===== config.mk =====
export PLATFORM = sky130hd
export DESIGN_NAME = icache_fetch
export DESIGN_NICKNAME = d
export VERILOG_FILES = /design/src/rtl/icache_pkg.sv /design/src/rtl/icache_array.sv /design/src/rtl/icache_fetch.sv
export SDC_FILE = /design/constraint.sdc
export NUM_CORES = 1
export LEC_CHECK = 0
export CORE_UTILIZATION = 52
export CTS_CLUSTER_SIZE = 16
export DETAILED_ROUTE_END_ITERATION = 8
export GPL_TIMING_DRIVEN = 1
export PLACE_DENSITY = 0.67
export SKIP_LAST_GASP = 1
export SYNTH_ARGS = -nofsm -noshare
export SYNTH_HDL_FRONTEND = slang
export SYNTH_SLANG_ARGS = --single-unit

===== constraint.sdc =====
create_clock -name clk -period 11.65 [get_ports clk]
set_clock_uncertainty 0.1 [all_clocks]
set_input_delay 2.33 -clock clk [delete_from_list [all_inputs] [get_ports clk]]
set_output_delay 2.33 -clock clk [all_outputs]
set_load 0.02 [all_outputs]

===== src/rtl/icache_pkg.sv =====
// Shared definitions for the instruction-cache fetch slice.
//   state_t   : fetch controller states (IDLE, REFILL)
//   NOP_INSTR : instruction presented to decode while the fetch is stalled
package icache_pkg;

  typedef enum logic {
    IDLE   = 1'b0,
    REFILL = 1'b1
  } state_t;

  localparam logic [31:0] NOP_INSTR = 32'h0000_0000;

endpackage


===== src/rtl/icache_array.sv =====
// Direct-mapped tag/valid/data storage, one 32-bit word per line.
// Ports:
//   clk, rst          : clock, asynchronous active-high reset (valid bits only)
//   clr               : flash-clear of every valid bit; wins over a same-edge write
//   rd_idx            : combinational read index
//   rd_valid/tag/data : contents of the addressed line
//   wr_en/idx/tag/data: line fill, sets the valid bit unless clr is high
module icache_array
  import icache_pkg::*;
#(
  parameter int NUM_LINES = 16,
  parameter int IDX_W     = 4,
  parameter int TAG_W     = 26
) (
  input  logic             clk,
  input  logic             rst,
  input  logic             clr,
  input  logic [IDX_W-1:0] rd_idx,
  output logic             rd_valid,
  output logic [TAG_W-1:0] rd_tag,
  output logic [31:0]      rd_data,
  input  logic             wr_en,
  input  logic [IDX_W-1:0] wr_idx,
  input  logic [TAG_W-1:0] wr_tag,
  input  logic [31:0]      wr_data
);

  logic [NUM_LINES-1:0] valid_q;
  logic [TAG_W-1:0]     tag_q  [NUM_LINES];
  logic [31:0]          data_q [NUM_LINES];

  always_ff @(posedge clk or posedge rst) begin
    if (rst) begin
      valid_q <= '0;
    end else if (clr) begin
      valid_q <= '0;
    end else if (wr_en) begin
      valid_q[wr_idx] <= 1'b1;
    end
  end

  // Tag and data are qualified by valid, so they carry no reset.
  always_ff @(posedge clk) begin
    if (wr_en) begin
      tag_q[wr_idx]  <= wr_tag;
      data_q[wr_idx] <= wr_data;
    end
  end

  assign rd_valid = valid_q[rd_idx];
  assign rd_tag   = tag_q[rd_idx];
  assign rd_data  = data_q[rd_idx];

endmodule


===== src/rtl/icache_fetch.sv =====
// Instruction-fetch front end with a direct-mapped, one-word-per-line cache.
// Ports:
//   clk, reset     : clock, asynchronous active-high reset
//   pc             : fetch address
//   instr_f        : fetched instruction (NOP while stalled)
//   icache_stall   : high whenever instr_f is not valid
//   inv            : pulse clearing every line
//   mem_req/addr   : refill request and word-aligned address (zero when idle)
//   mem_rdata/ready: refill data and its one-cycle completion strobe
//   miss_count     : saturating miss counter
module icache_fetch
  import icache_pkg::*;
#(
  parameter int NUM_LINES  = 16,
  parameter int MISS_CNT_W = 16
) (
  input  logic                  clk,
  input  logic                  reset,
  input  logic [31:0]           pc,
  output logic [31:0]           instr_f,
  output logic                  icache_stall,
  input  logic                  inv,
  output logic                  mem_req,
  output logic [31:0]           mem_addr,
  input  logic [31:0]           mem_rdata,
  input  logic                  mem_ready,
  output logic [MISS_CNT_W-1:0] miss_count
);

  localparam int IW    = $clog2(NUM_LINES);
  localparam int TAG_W = 32 - IW - 2;

  function automatic logic [MISS_CNT_W-1:0] sat_inc(input logic [MISS_CNT_W-1:0] v);
    return (&v) ? v : v + 1'b1;
  endfunction

  state_t                state_q, state_d;
  logic [31:2]           miss_addr_q;
  logic [MISS_CNT_W-1:0] miss_count_q;

  logic                  rd_valid;
  logic [TAG_W-1:0]      rd_tag;
  logic [31:0]           rd_data;
  logic                  hit;
  logic                  miss_start;
  logic                  fill;

  // Byte offset never selects anything: every line holds one whole word.
  logic unused_offset;
  assign unused_offset = ^pc[1:0];

  icache_array #(
    .NUM_LINES (NUM_LINES),
    .IDX_W     (IW),
    .TAG_W     (TAG_W)
  ) u_array (
    .clk      (clk),
    .rst      (reset),
    .clr      (inv),
    .rd_idx   (pc[IW+1:2]),
    .rd_valid (rd_valid),
    .rd_tag   (rd_tag),
    .rd_data  (rd_data),
    .wr_en    (fill),
    .wr_idx   (miss_addr_q[IW+1:2]),
    .wr_tag   (miss_addr_q[31:IW+2]),
    .wr_data  (mem_rdata)
  );

  assign hit = rd_valid && (rd_tag == pc[31:IW+2]);

  always_comb begin
    state_d      = state_q;
    instr_f      = NOP_INSTR;
    icache_stall = 1'b1;
    mem_req      = 1'b0;
    mem_addr     = 32'h0;
    miss_start   = 1'b0;
    fill         = 1'b0;
    case (state_q)
      IDLE: begin
        if (hit) begin
          instr_f      = rd_data;
          icache_stall = 1'b0;
        end else begin
          miss_start = 1'b1;
          state_d    = REFILL;
        end
      end
      REFILL: begin
        // The request is held until completion; inv only affects the valid
        // bits, so a same-edge inv leaves the filled line invalid.
        mem_req  = 1'b1;
        mem_addr = {miss_addr_q, 2'b00};
        if (mem_ready) begin
          fill    = 1'b1;
          state_d = IDLE;
        end
      end
      default: state_d = IDLE;
    endcase
  end

  always_ff @(posedge clk or posedge reset) begin
    if (reset) begin
      state_q      <= IDLE;
      miss_addr_q  <= '0;
      miss_count_q <= '0;
    end else begin
      state_q <= state_d;
      if (miss_start) begin
        miss_addr_q  <= pc[31:2];
        miss_count_q <= sat_inc(miss_count_q);
      end
    end
  end

  assign miss_count = miss_count_q;

endmodule


==> results summary, run 1 <==
The flow ran to the end, and the final reports show no timing, DRC or antenna violations. On the final layout, the worst hold slack is 0.388 ns. The number of distinct library cells after synthesis is 55. The cell count after synthesis came out at 1832. Traced cell by cell, the critical path runs through buf_6 > buf_4 > mux2i_1 > a22o_1 > a221oi_1 > xnor2_1 > and4_1 > o2111ai_1 > nor4_4 > buf_4 > nand2b_2 > nor2b_1 > clkdlybuf4s50_1. Buffers added to address setup during post-CTS repair amount to 0. The share of total power dissipated in combinational logic is 7.5%. The initial cell density of the core came out at 52.9%. The switching share of power is 22.3%. The maximum fanout along the worst path is 54. The detailed-route wire length per cell is 29.1 um. The fmax is 0.0989 GHz. Yosys mapped a number of flops with a built-in enable equal to 928. After clock tree synthesis, the clock-pin slew on the worst setup and hold paths is 0.06 ns. The final-stage net count is 2093. The total of warnings raised by yosys is 0. The final global-route overflow total is 0. The ratio of cells with drive above 1 in the final layout is 21.1%. Global routing used 24.1% of the available tracks. For this design the ratio of total power to cell area is 175 nW/um2. The number of core rows came out at 99. The hold buffer count at CTS came out at 0. The share of power burned in the clock network is 39.3%. Setup repair after global routing left no endpoint under its margin. The number of optimization iterations in the first detailed-route pass is 7. The initial antenna violation count is 9. For this run, the register share of the synthesized area comes to 75.8%. Entering global routing, the biggest net connects 91 pins. The final setup violation count came out at 0. The number of global-route vias before repair came out at 19800. STA classifies the critical path startpoint as an input pin.

Of all flip-flops after synthesis, the portion carrying an async set or reset was 6.36%. The half-perimeter wire length of the detailed placement result came out at 46500 um. In this design, the stage delay of the slowest critical-path cell is 0.87 ns. The clock passes through at most 3 buffers. The critical path's slowest cell is sky130_fd_sc_hd__buf_4. The floorplan step defined a core boundary enclosing 73500 um2. In this run, placement finished with an instance count of 2883. TritonCTS created 98 clock buffers.

STA classifies the critical path endpoint as a primary output. The peak supply drop is 0.122 mV. In this run the worst hold path is classified as reg -> reg. After synthesis the cells add up to 38900 um2. The tool flagged a number of max-cap violations equal to 0. The insertion delay to the later sink of the worst-skew pair came out at 0.66 ns. The number of top-level design ports came out at 150.

The global placement routability congestion is 0.822. The number of vias in the routed layout is 19000. The library cells used most frequently in the layout, excluding fill and tap cells, are sky130_fd_sc_hd__edfxtp_1 (928), sky130_fd_sc_hd__mux4_2 (234), sky130_fd_sc_hd__clkdlybuf4s50_1 (142), sky130_fd_sc_hd__clkbuf_16 (101), sky130_fd_sc_hd__mux2i_1 (96).

The fraction of power consumed by sequential logic is 53.2%. The die covers 75800 um2. The count of final max-slew check failures came out at 0.

The slew at the pin closest to its max-slew limit came out at 1.15 ns. Once the clock tree was built, the resizer swapped 0 gates to a different size. The routed design has 89200 um of wire. The critical path class is in -> out. STA puts the critical path data required time at 9.22 ns.

STA puts the critical path data arrival time at 7.68 ns. In this design, the critical path's most frequently occurring cell is sky130_fd_sc_hd__buf_4. In the routed layout, each cell is associated on average with a via count of 6.18. The die width came out at 275 um. The clock root buffer master is sky130_fd_sc_hd__clkbuf_16. The worst-case headroom to the max-slew limit is 23.5%. The worst setup slack for register-to-register paths is 7.35 ns.

The final hold violation count is 0. The shortest period the worst path allows came out at 10.11 ns. From synthesis to final layout, the design area changed by 15.0%. The startpoint identified for the worst hold timing path is miss_count[10]$_DFFE_PP0P_.

The leakage dissipation came out at 14.5 nW. The cell area after placement came out at 41500 um2. The total negative slack is 0 ns. The global-route wire length before repair is 131000 um.

The most used flip-flop cell after synthesis is sky130_fd_sc_hd__edfxtp_1. The starting DRC count in detailed routing came out at 1755. The power spent charging and discharging nets came out at 1.74 mW.

TritonCTS built the clock tree. The post-synthesis average cell area came out at 21.2 um2. The launching instance or port of the critical path is pc[3]. The post-synthesis register bit count is 991.

Cell internal power was estimated by the tool at 6.08 mW. Leaving out fill and tap cells, the most frequent cell in the layout is sky130_fd_sc_hd__edfxtp_1. The final cycle utilization of the critical path is 86.8%.

The final non-filler cell total came out at 3069. The count of nets left with antenna violations once routing finished came out at 0. The number of remaining DRC errors is 0.

The startpoint identified for the worst register-to-register timing path is state_q$_DFF_PP0_. The die height is 275 um. Counting every sink on the clock net gives 991. The number of H-tree levels came out at 3. The count of input and output buffers came out at 145. With fillers left out, the area of the finished cells amounts to 44700 um2.
==> through the flow <==
step | util [%] | setup slack [ns] | power [mW]
6_report | 60.8 | 1.54 | 7.83
5_1_grt | 60.8 | 1.33 | 8.06
4_1_cts | 60.8 | 1.53 | 7.89
3_5_place_dp | 56.5 | 1.59 | 4.83
3_3_place_gp | 56.5 | 1.69 | 4.80
2_1_floorplan | - | 3.93 | 4.55
==> final timing paths <==
kind | cells after the start | to
setup reg to reg | 4 | u_array.tag_q[1][6]$_DFFE_PP_
setup / recovery | 13 | instr_f[22]
hold reg to reg | 1 | miss_count[10]$_DFFE_PP0P_
hold / removal | 1 | miss_count[10]$_DFFE_PP0P_
max in group asynchronous | 3 | state_q$_DFF_PP0_
min in group asynchronous | 2 | miss_count[9]$_DFFE_PP0P_
==> flip-flops by register name, summed over array words and instances (netlist names) <==
signal and count:
miss_addr_q 30, state_q 1, miss_count 16, u_array.data_q 512, u_array.tag_q 416, u_array.valid_q 16
==> layer usage <==
layer  routed length [um]  global-route usage (%)
met5                   52                       0
met4                 1930                    7.26
met3                 6430                    4.40
met2                45200                    40.0
met1                35600                    32.8
==> Yosys cell counts (5+ instances only) <==
cell / count / area [um2]
sky130_fd_sc_hd__a21oi_1: 11 / 55.1
sky130_fd_sc_hd__a221oi_1: 12 / 105
sky130_fd_sc_hd__a22o_1: 13 / 114
sky130_fd_sc_hd__a22oi_1: 16 / 120
sky130_fd_sc_hd__and2_1: 34 / 213
sky130_fd_sc_hd__buf_1: 14 / 52.6
sky130_fd_sc_hd__buf_2: 26 / 130
sky130_fd_sc_hd__buf_4: 9 / 67.6
sky130_fd_sc_hd__clkbuf_1: 44 / 165
sky130_fd_sc_hd__dfrtp_1: 63 / 1580
sky130_fd_sc_hd__edfxtp_1: 928 / 27900
sky130_fd_sc_hd__inv_1: 14 / 52.6
sky130_fd_sc_hd__mux2_1: 30 / 338
sky130_fd_sc_hd__mux2i_1: 96 / 961
sky130_fd_sc_hd__mux4_2: 234 / 5270
sky130_fd_sc_hd__nand2_1: 26 / 97.6
sky130_fd_sc_hd__nand2b_1: 6 / 37.5
sky130_fd_sc_hd__nand3_1: 16 / 80.1
sky130_fd_sc_hd__nor2_1: 66 / 248
sky130_fd_sc_hd__nor2b_1: 39 / 244
sky130_fd_sc_hd__nor3_1: 11 / 55.1
sky130_fd_sc_hd__nor4_1: 9 / 56.3
sky130_fd_sc_hd__o21ai_0: 11 / 55.1
sky130_fd_sc_hd__or4_1: 5 / 37.5
sky130_fd_sc_hd__xnor2_1: 19 / 166
sky130_fd_sc_hd__xor2_1: 27 / 236
==> critical path: cells and delay by family <==
kind,cells,cell delay [ns]
xor gates and xnor gates,1,0.25
and+or+nand+nor,4,1.61
AOI/OAI and AO/OA,3,0.79
buffers and inverters,4,2.35
muxes,1,0.18
==> cell type report <==
class                      instances  area [um2]
tap                              959        1200
clock inverter                    54         468
clock buffer                     128        2680
antenna                            4        10.0
inverter                          16        62.6
sequential                       991       29400
timing repair buffer             187        1780
fill                            5075       28800
multi-input combinational        730        9030
==> power by group through the flow <==
| stage | clock [mW] | combinational (mW) | sequential, mW |
|---|---|---|---|
| 2_1_floorplan | 0 | 0.330 | 4.22 |
| 3_3_place_gp | 0 | 0.582 | 4.22 |
| 3_5_place_dp | 0 | 0.591 | 4.24 |
| 4_1_cts | 3.13 | 0.594 | 4.16 |
| 5_1_grt | 3.26 | 0.626 | 4.18 |
| 6_report | 3.08 | 0.587 | 4.16 |
==> cells by family after synthesis <==
| logic type | synth area share, % |
|---|---|
| simple gates | 3.07 |
| xor+xnor | 1.04 |
| fa+ha+maj | 0.0322 |
| mux | 17.0 |
| other cells | 0.00965 |
| compound gates | 1.75 |
| buf+inv | 1.31 |
| flops | 75.8 |
Note: power is estimated with default switching activity, not from simulation.
==> run 2, diff against run 1 <==
CTS_CLUSTER_SIZE = default   (was 16)
==> run 2 against run 1 <==
Core utilization about the same. Global-route usage unchanged. Combinational power about the same. Via count increased by 0.12%. Sequential share of layout area about the same. Critical endpoint unchanged. Worst setup slack got worse by 0.034 ns. Count of clock-buffer cells in the layout unchanged. Highest routed layer unchanged. Total power about the same. Largest cell class unchanged. Worst hold slack about the same.
==> results summary, run 2 (same netlist as run 1, synthesis figures left out) <==
The run finished with clean final reports. The half-perimeter wire length of the detailed placement result came out at 46500 um. TritonCTS built the clock tree. The switching share of power is 22.3%.

The CTS clock-pin slew for the worst setup and hold paths came out at 0.06 ns. The number of core rows is 99. The final global-route overflow total is 0.

In this run the remaining antenna-violating nets after routing total 0. STA classifies the critical path startpoint as an input pin. The largest registers in the layout are u_array.data_q x512, u_array.tag_q x416, miss_addr_q x30.

Data on the critical path is required at its endpoint by 9.22 ns. In this run the power spent charging and discharging nets is 1.74 mW. After clock tree synthesis, the flow added hold-fix buffers numbering 0. The power density over the cells is 175 nW/um2. The flip-flop count of the largest register, all copies and words added came out at 512.

The clock buffer count from CTS came out at 98. The critical path class is in -> out. Counting flops per register, the top entry is u_array.data_q.

The final cycle utilization of the critical path came out at 87.1%. The insertion delay to the later sink of the worst-skew pair came out at 0.66 ns. In the routed layout, each cell is associated on average with a via count of 6.19. The maximum fanout along the worst path is 54. The number of top-level design ports came out at 150. The area enclosed by the die boundary is 75800 um2. Post-CTS repair changed the size of 0 cells.

On the critical path, the stage with the largest delay is an instance of sky130_fd_sc_hd__buf_4. Data arrives at the worst endpoint at 7.72 ns. The number of optimization iterations in the first detailed-route pass came out at 5.

Setup slack closes at 1.50 ns. The initial antenna violation count came out at 9. After the last flow step, the layout net total stands at 2093.

Traced cell by cell, the critical path runs through buf_6 > buf_4 > mux2i_1 > a22o_1 > a221oi_1 > xnor2_1 > and4_1 > o2111ai_1 > nor4_4 > buf_4 > nand2b_2 > nor2b_1 > clkdlybuf4s50_1. The total routing usage reported by global routing is 24.1%. The max-capacitance violation count is 0. Routability-driven placement finished with a final weighted congestion of 0.822.

The worst min-delay path category is reg -> reg. The count of final max-slew check failures came to 0. The maximum clock path buffer count is 3. The pre-CTS worst setup slack is 1.59 ns. In this run the clock root is driven by a sky130_fd_sc_hd__clkbuf_16. The final non-filler cell total came out at 3068. The most frequent standard cell in the layout excluding fill and tap cells is sky130_fd_sc_hd__edfxtp_1. The clock network is responsible for 39.3% of the overall power. The die height is 275 um. The peak supply drop is 0.121 mV.

For this design, the sink count on the clock tree is 991. From left edge to right edge, the die measures 275 um. The area growth from synthesis to layout came out at 15.0%. The combinational share of power is 7.5%.

At the pin with the least slew margin, the transition time is 1.15 ns. After detailed routing, the average wire length per cell comes to 29.1 um. The fraction of power consumed by sequential logic came out at 53.2%. The largest single stage delay on the critical path is 0.87 ns. The starting DRC count in detailed routing is 1786. Once layout is complete, the utilization of the core stands at 60.8%. Setup repair after global routing left no endpoint under its margin. The number of H-tree levels came out at 3. The initial cell density of the core came out at 52.9%. The number of vias in the routed layout came out at 19000. For this run, design rule violations remaining after detail routing come to 0. The fill cell instance count of the final layout came out at 5075. In this run the post-CTS setup repair buffer count came out at 0. The global-route wire length before repair is 131000 um. The leakage dissipation is 14.5 nW. The largest net degree at the start of global routing came out at 91.

The number of global-route vias before repair is 19800. The worst setup path is captured at a primary output. The placeable core area is 73500 um2. The cell that appears most often on the critical path is sky130_fd_sc_hd__buf_4.

Setup violations remaining at the end of the flow were counted as 0. The final hold violation count was 0. The aggregate routed wire length came out at 89200 um.

The worst-case headroom to the max-slew limit came out at 23.4%. The ratio of cells with drive above 1 in the final layout came out at 21.1%. The shortest period the worst path allows is 10.15 ns. The fmax is 0.0986 GHz.

The count of input and output buffers came out at 145. In the layout the commonest cells are sky130_fd_sc_hd__edfxtp_1 (928), sky130_fd_sc_hd__mux4_2 (234), sky130_fd_sc_hd__clkdlybuf4s50_1 (142), sky130_fd_sc_hd__clkbuf_16 (101), sky130_fd_sc_hd__mux2i_1 (96). The cell-internal power came out at 6.08 mW. The total negative slack came out at 0 ns. In this run, placement finished with an instance count of 2883. The worst setup slack for register-to-register paths is 7.32 ns.
## run 2: per-layer routing
metal  share of wire [%]  GRT usage [%]
met2                  51           40.0
met5               0.077              0
met4                 2.2           7.26
met1                  40           32.8
met3                 7.4           4.40
## run 2: power by group through the flow
stage / registers (mW) / clock network, mW / logic (mW)
after floorplan: 4.22 / 0 / 0.330
after global placement: 4.22 / 0 / 0.582
after detailed placement: 4.24 / 0 / 0.591
after CTS: 4.16 / 3.13 / 0.594
after global routing: 4.18 / 3.26 / 0.626
final: 4.16 / 3.08 / 0.587
## run 2: critical path: cells and delay by family
| kind | cells | cell delay [ns] |
|---|---|---|
| buffers and inverters | 4 | 2.35 |
| and+or+nand+nor | 4 | 1.61 |
| AOI/OAI and AO/OA | 3 | 0.79 |
| xor gates and xnor gates | 1 | 0.27 |
| muxes | 1 | 0.18 |
## run 2: final timing paths
check / startpoint / endpoint / depth (start not counted)
max in group asynchronous: reset / state_q$_DFF_PP0_ / 3
hold reg to reg: miss_count[10]$_DFFE_PP0P_ / miss_count[10]$_DFFE_PP0P_ / 1
min in group asynchronous: reset / miss_count[6]$_DFFE_PP0P_ / 2
hold / removal: miss_count[10]$_DFFE_PP0P_ / miss_count[10]$_DFFE_PP0P_ / 1
setup reg to reg: state_q$_DFF_PP0_ / u_array.tag_q[1][6]$_DFFE_PP_ / 4
setup / recovery: pc[3] / instr_f[22] / 13
## run 2: final cells by class
class	count	area, um2	share of cell area (%)
timing repair buffer	187	1780	3.98
tap	959	1200	2.69
antenna	3	7.51	0.0168
clock inverter	54	468	1.05
clock buffer	128	2680	6.00
sequential	991	29400	65.9
multi-input combinational	730	9030	20.2
inverter	16	62.6	0.140
## run 2: metrics by stage
stage | cell area [um2] | power, mW | hold slack, ns
floorplan | 38900 | 4.55 | 0.361
global placement | 41500 | 4.80 | 0.373
finish | 44700 | 7.83 | 0.388
detailed placement | 41500 | 4.83 | 0.381
CTS | 44700 | 7.89 | 0.391
global route | 44700 | 8.06 | 0.414
